### config.mk
export PLATFORM = sky130hd
export DESIGN_NAME = option_sequencer
export DESIGN_NICKNAME = d
export VERILOG_FILES = /design/src/rtl/option_sequencer.sv
export SDC_FILE = /design/constraint.sdc
export NUM_CORES = 1
export LEC_CHECK = 0
export BUFFER_PORTS_ARGS = -buffer_cell sky130_fd_sc_hd__buf_2
export CAP_MARGIN = 5
export CORE_MARGIN = 5
export CORE_UTILIZATION = 42
export CTS_BUF_LIST = sky130_fd_sc_hd__clkbuf_8
export DETAILED_ROUTE_END_ITERATION = 7
export GPL_TIMING_DRIVEN = 0
export PLACE_DENSITY = 0.61
export SYNTH_ARGS = -nofsm -noshare
export SYNTH_HDL_FRONTEND = slang
export SYNTH_SLANG_ARGS = --single-unit
### constraint.sdc
create_clock -name clk -period 7.1 [get_ports clk]
set_clock_uncertainty 0.05 [all_clocks]
set_input_delay 1.42 -clock clk [delete_from_list [all_inputs] [get_ports clk]]
set_output_delay 1.42 -clock clk [all_outputs]
set_load 0.1 [all_outputs]
### src/rtl/option_sequencer.sv
// Circular option queue feeding the line solver: streams header/option words, writes back kept options.
// Optional build macro SEQ_STATS_EN adds pass_cnt/drop_cnt saturating statistics outputs.
module option_sequencer #(
  parameter int SIZE         = 3,
  parameter int DEPTH        = 64,
  parameter int MAX_INFLIGHT = 2
) (
  input  logic            clk,
  input  logic            rst,
  input  logic            load_valid,
  input  logic            load_hdr,
  input  logic [SIZE-1:0] load_data,
  output logic            load_ready,
  input  logic            load_done,
  output logic [SIZE-1:0] option,
  output logic            valid_op,
  output logic            is_hdr,
  output logic            started,
  input  logic            pb_valid,
  input  logic            pb_keep,
  input  logic            solved,
  output logic            stuck,
  output logic            done
`ifdef SEQ_STATS_EN
  ,
  output logic [15:0]     pass_cnt,
  output logic [15:0]     drop_cnt
`endif
);

  localparam int AW = $clog2(DEPTH);
  localparam int PW = (MAX_INFLIGHT > 1) ? $clog2(MAX_INFLIGHT) : 1;
  localparam int IW = $clog2(MAX_INFLIGHT + 1);

  localparam logic [AW:0]   CNT_FULL = (AW+1)'(DEPTH);
  localparam logic [AW:0]   CNT_ONE  = (AW+1)'(1);
  localparam logic [AW-1:0] PTR_ONE  = AW'(1);
  localparam logic [IW-1:0] INF_MAX  = IW'(MAX_INFLIGHT);
  localparam logic [IW-1:0] INF_ONE  = IW'(1);
  localparam logic [PW-1:0] PND_LAST = PW'(MAX_INFLIGHT - 1);
  localparam logic [PW-1:0] PND_ONE  = PW'(1);

  localparam logic [2:0] S_LOAD  = 3'd0;
  localparam logic [2:0] S_START = 3'd1;
  localparam logic [2:0] S_RUN   = 3'd2;
  localparam logic [2:0] S_DONE  = 3'd3;
  localparam logic [2:0] S_STUCK = 3'd4;

  logic [SIZE:0]   mem [DEPTH];
  logic [SIZE-1:0] pend [MAX_INFLIGHT];

  logic [2:0]      state_reg, state_next;
  logic [AW-1:0]   rd_ptr_reg, wr_ptr_reg;
  logic [AW:0]     count_reg;
  logic [IW-1:0]   inflight_reg;
  logic [PW-1:0]   pend_rd_reg, pend_wr_reg;
  logic            drop_flag_reg;

  logic [SIZE:0]   head;
  logic [AW:0]     occ;
  logic            head_avail, in_run, full;
  logic            accept, issue_opt, issue_hdr, verdict, drop, pass_close, pop;
  logic            wr_en;
  logic [SIZE:0]   wr_data;

  // count also covers options sitting in the pending FIFO, so the physical queue holds count - inflight
  assign head       = mem[rd_ptr_reg];
  assign occ        = count_reg - (AW+1)'(inflight_reg);
  assign head_avail = (occ != '0);
  assign in_run     = (state_reg == S_RUN);
  assign full       = (count_reg == CNT_FULL);

  assign load_ready = (state_reg == S_LOAD) && !full;
  assign accept     = load_valid && load_ready;

  assign issue_opt  = in_run && !solved && head_avail && !head[SIZE] && (inflight_reg < INF_MAX);
  // header issue waits for all verdicts so its write-back never collides with an option write-back
  assign issue_hdr  = !solved && ((state_reg == S_START) ||
                      (in_run && head_avail && head[SIZE] && (inflight_reg == '0) && !pb_valid));
  assign verdict    = in_run && !solved && pb_valid && (inflight_reg != '0);
  assign drop       = verdict && !pb_keep;
  assign pass_close = in_run && issue_hdr && (head[SIZE-1:0] == '0);
  assign pop        = issue_opt || issue_hdr;

  assign wr_en   = accept || issue_hdr || (verdict && pb_keep);
  assign wr_data = accept    ? {load_hdr, load_data} :
                   issue_hdr ? head : {1'b0, pend[pend_rd_reg]};

  assign valid_op = pop;
  assign option   = pop ? head[SIZE-1:0] : '0;
  assign is_hdr   = pop && head[SIZE];
  assign started  = (state_reg == S_START) && !solved;
  assign stuck    = (state_reg == S_STUCK);
  assign done     = (state_reg == S_DONE);

  always_comb begin
    state_next = state_reg;
    case (state_reg)
      S_LOAD:  if (load_done) state_next = (count_reg == '0 && !accept) ? S_STUCK : S_START;
      S_START: state_next = solved ? S_DONE : S_RUN;
      S_RUN: begin
        if (solved)                          state_next = S_DONE;
        else if (pass_close && !drop_flag_reg) state_next = S_STUCK;
      end
      S_STUCK: if (solved) state_next = S_DONE;
      default: state_next = S_DONE;
    endcase
  end

  always_ff @(posedge clk) begin
    if (wr_en) mem[wr_ptr_reg] <= wr_data;
    if (issue_opt) pend[pend_wr_reg] <= head[SIZE-1:0];
  end

  always_ff @(posedge clk) begin
    if (rst) begin
      state_reg     <= S_LOAD;
      rd_ptr_reg    <= '0;
      wr_ptr_reg    <= '0;
      count_reg     <= '0;
      inflight_reg  <= '0;
      pend_rd_reg   <= '0;
      pend_wr_reg   <= '0;
      drop_flag_reg <= 1'b0;
    end else begin
      state_reg <= state_next;
      if (pop)   rd_ptr_reg <= rd_ptr_reg + PTR_ONE;
      if (wr_en) wr_ptr_reg <= wr_ptr_reg + PTR_ONE;
      if (accept)    count_reg <= count_reg + CNT_ONE;
      else if (drop) count_reg <= count_reg - CNT_ONE;
      if (issue_opt && !verdict)      inflight_reg <= inflight_reg + INF_ONE;
      else if (!issue_opt && verdict) inflight_reg <= inflight_reg - INF_ONE;
      if (issue_opt) pend_wr_reg <= (pend_wr_reg == PND_LAST) ? '0 : pend_wr_reg + PND_ONE;
      if (verdict)   pend_rd_reg <= (pend_rd_reg == PND_LAST) ? '0 : pend_rd_reg + PND_ONE;
      if (pass_close) drop_flag_reg <= 1'b0;
      else if (drop)  drop_flag_reg <= 1'b1;
    end
  end

`ifdef SEQ_STATS_EN
  always_ff @(posedge clk) begin
    if (rst) begin
      pass_cnt <= '0;
      drop_cnt <= '0;
    end else begin
      if (pass_close && pass_cnt != 16'hFFFF) pass_cnt <= pass_cnt + 16'd1;
      if (drop && drop_cnt != 16'hFFFF)       drop_cnt <= drop_cnt + 16'd1;
    end
  end
`endif

endmodule
==> metrics.csv <==
stage,metric,value,unit
logic_synthesis,syn-instance-count,774,
detailed_routing,postRouteWirelength,28900,µm
power_and_ir_drop,powerDensity,358,nW/µm²
cts,clock_tree.root_cell,clkbuf_8,
logic_synthesis,synth_area_leaders,"edfxtp_1 (63%), mux4_2 (9.1%), dfxtp_1 (5.5%), mux2i_1 (3.4%), nor2_1 (3.2%)",
detailed_routing,drc,0,
logic_synthesis,synth-xor-area-share,0.776,%
detailed_routing,antenna_left,0,
logic_synthesis,async_reset_ff_share,0,%
place,hpwl,19700,µm
timing,tightest_slew,1.36,ns
worst_setup_path,criticalPathCategory,in -> out,
timing,period_share,77.9,%
job,drv_cap,0,
detailed_routing,drt-pass1-iter-count,5,
worst_setup_path,crit_buf_inv,3,
logic_synthesis,synth_compound_area_share,5.24,%
logic_synthesis,synth_seq_cells,296,
logic_synthesis,syn_nets,796,
logic_synthesis,synth_area,12400,µm²
detailed_routing,viasPerCell,5.54,
grt,overflow,0,
timing,slew_headroom,8.71,%
power_and_ir_drop,p_sw_share,32.3,%
worst_setup_path,critPathSlowestCell,or4b_2,
cts,cts.path.max_buffers,3,
finish,drive_gt1_share,20.0,%
timing,period_minus_slack,5.53,ns
timing,finalSetupViolCount,0,
worst_setup_path,slowest_delay,0.67,ns
finish,antennaDiodeCount,0,
place,io_buffers,19,
outcome,status,completed,
worst_setup_path,crit_required,5.63,ns
worst_setup_path,critPathTopFamily,simple AND/OR/NAND/NOR gates,
finish,fin_util,47.8,%
power_and_ir_drop,p_clk_share,28.0,%
power_and_ir_drop,total_power,5040,µW
cts,cts_resized,0,
logic_synthesis,syn_avg_cell_area,16.0,µm²
grt,grt_max_degree,45,
power_and_ir_drop,power.leakage,0.00455,µW
logic_synthesis,synth_edf_count,262,
logic_synthesis,yosys.area.top_type,edfxtp_1,
cts,clk_pin_slew,0.06,ns
finish,largest_register_ffs,256,
power_and_ir_drop,p_int,3410,µW
worst_setup_path,crit_chain,buf_2 -> or4b_2 -> nor2_1 -> o21ai_0 -> nor3_1 -> a31o_2 -> buf_2 -> nor2_1 -> nor2_1 -> buf_2,
worst_setup_path,crit_fanout,10,
detailed_routing,routedWlPerCell,22.7,µm
floorplanning,die_x,182,µm
floorplanning,initial_core_util,42.2,%
logic_synthesis,synth_fa_ha_area_share,1.25,%
worst_setup_path,crit_arrival,4.06,ns
power_and_ir_drop,seq_power_share,44.3,%
cts,clock_latency,0.59,ns
floorplanning,ioPinCount,20,
logic_synthesis,synth_top_family_by_area,multiplexers,
place,gp_congestion,0.855,
floorplanning,fp-row-count,63,
cts,h-tree-depth,2,
cts,hold_buffers,0,
floorplanning,core_area,29400,µm²
finish,stdcell_area,14100,µm²
floorplanning,die_y,182,µm
grt,grt_pass1_wl,44600,µm
cts,cts_tree,built,
cts,clock_sinks,296,
timing,drv_slew,0,
timing,rsz0062_at_grt,false,
logic_synthesis,yosys_warnings,0,
power_and_ir_drop,power_switching,1630,µW
logic_synthesis,ys.flop_type,edfxtp_1,
detailed_routing,num_vias,7047,
worst_setup_path,crit_path_end_kind,output pin,
detailed_routing,drt_iter0_drc,499,
logic_synthesis,synthSimpleGateAreaFrac,7.51,%
place,place_area,13100,µm²
floorplanning,dieArea,33100,µm²
power_and_ir_drop,ir_worst_vdd,0.000138,V
timing,fmax,181,MHz
cts,cts_buffers,49,
worst_setup_path,cp-start-kind,input pin,
grt,grt_pass1_vias,7250,
worst_hold_path,hold_path.class,reg -> reg,
grt,antenna_found_initial,0,
power_and_ir_drop,pwr-share-comb,27.7,%
finish,layout.nets,870,
logic_synthesis,synth.top_cell.area_share,63.3,%
logic_synthesis,synthMuxAreaShare,14.2,%
grt,grt_usage,17.8,%
logic_synthesis,yosysSeqAreaShare,68.8,%
cts,post_cts_buffers,0,
finish,syn2layout_area_growth,13.2,%
timing,hold_viol,0,
logic_synthesis,yosysUniqueCellTypes,62,
## cell families (layout without fill, tap and decap cells)
| logic type | count (synthesis) | after routing |
|---|---|---|
| muxes | 107 | 107 |
| AOI/OAI and AO/OA | 91 | 91 |
| DFF | 296 | 296 |
| adders and majority gates | 12 | 12 |
| xor gates and xnor gates | 11 | 11 |
| and+or+nand+nor | 200 | 200 |
| buffers and inverters | 57 | 166 |
## power by group through the flow
| stage | clock network [µW] | logic (µW) | registers (µW) |
|---|---|---|---|
| after detailed placement | 0 | 1410 | 2270 |
| after CTS | 1440 | 1410 | 2230 |
| after global placement | 0 | 1300 | 2310 |
| after floorplan | 0 | 949 | 2280 |
| after global routing | 1530 | 1520 | 2240 |
| final | 1410 | 1390 | 2230 |
## layer usage
metal / GRT usage (%) / vias up / part of all wire [%] / wire (µm)
li1: - / 3186 / - / -
met1: 24.8 / 3582 / 43 / 12500
met2: 28.1 / 233 / 47 / 13700
met3: 4.29 / 46 / 7.2 / 2070
met4: 4.89 / 0 / 2.0 / 585
met5: 0 / - / 0 / 0
## worst min-delay path, delay by kind of cell (launching register included)
family,cells,cell delay (ns)
AO/OA/AOI/OAI,1,0.08
flip-flops,1,0.31
buffers and inverters,1,0.06
## layout make-up
cell class                 count  area, µm²
fill                        2531      15300
sequential                   296       8550
multi-input combinational    421       3640
clock buffer                  51        702
tap                          390        488
clock inverter                35        215
buffer                        40        213
timing repair buffer          23        190
inverter                      17       63.8
## final timing paths
path | to | slack [ns] | cells after the start | startpoint
worst min-delay path | state_reg[1] | 0.45 | 2 | drop_flag_reg
worst min register to register | state_reg[1] | 0.45 | 2 | drop_flag_reg
worst max-delay path | option[2] | 1.57 | 10 | solved
worst max register to register | mem[27][0] | 2.83 | 10 | flip-flop
## cells in the mapped netlist, drive strengths merged, types with 3 or more instances
cell type / number
edfxtp: 262
nor2: 107
mux4: 53
mux2i: 42
dfxtp: 34
a21oi: 23
buf: 20
clkbuf: 20
nand2: 20
inv: 17
nor2b: 14
o21ai: 13
mux2: 12
nand3: 12
ha: 10
a221oi: 8
a22oi: 8
nor3: 8
o211ai: 8
xnor2: 8
and2: 6
nand2b: 6
nand4: 6
a21o: 5
nor3b: 5
or3: 5
a211oi: 4
xor2: 3
## layout by cell type (no fill, tap or decap), drive strengths merged, types with 10 or more instances in the layout
cell type / Yosys / final
clkinv: 0 / 20
mux4: 53 / 53
nor2: 107 / 107
ha: 10 / 10
inv: 17 / 30
mux2i: 42 / 42
edfxtp: 262 / 262
buf: 20 / 43
nand2: 20 / 20
nand3: 12 / 12
dfxtp: 34 / 34
clkbuf: 20 / 71
mux2: 12 / 12
o21ai: 13 / 13
a21oi: 23 / 23
nor2b: 14 / 14
## through the flow
stage | hold WS (ns) | worst slack (ns) | TNS, ns | instances
after global placement | 0.440 | -0.256 | -43.84 | 1183
final | 0.455 | 1.57 | 0 | 1273
after floorplan | 0.419 | 0.499 | 0 | 774
after global routing | 0.483 | 1.38 | 0 | 1273
after CTS | 0.454 | 1.55 | 0 | 1273
after detailed placement | 0.440 | 1.56 | 0 | 1187
(Power assumes the default switching activity.)
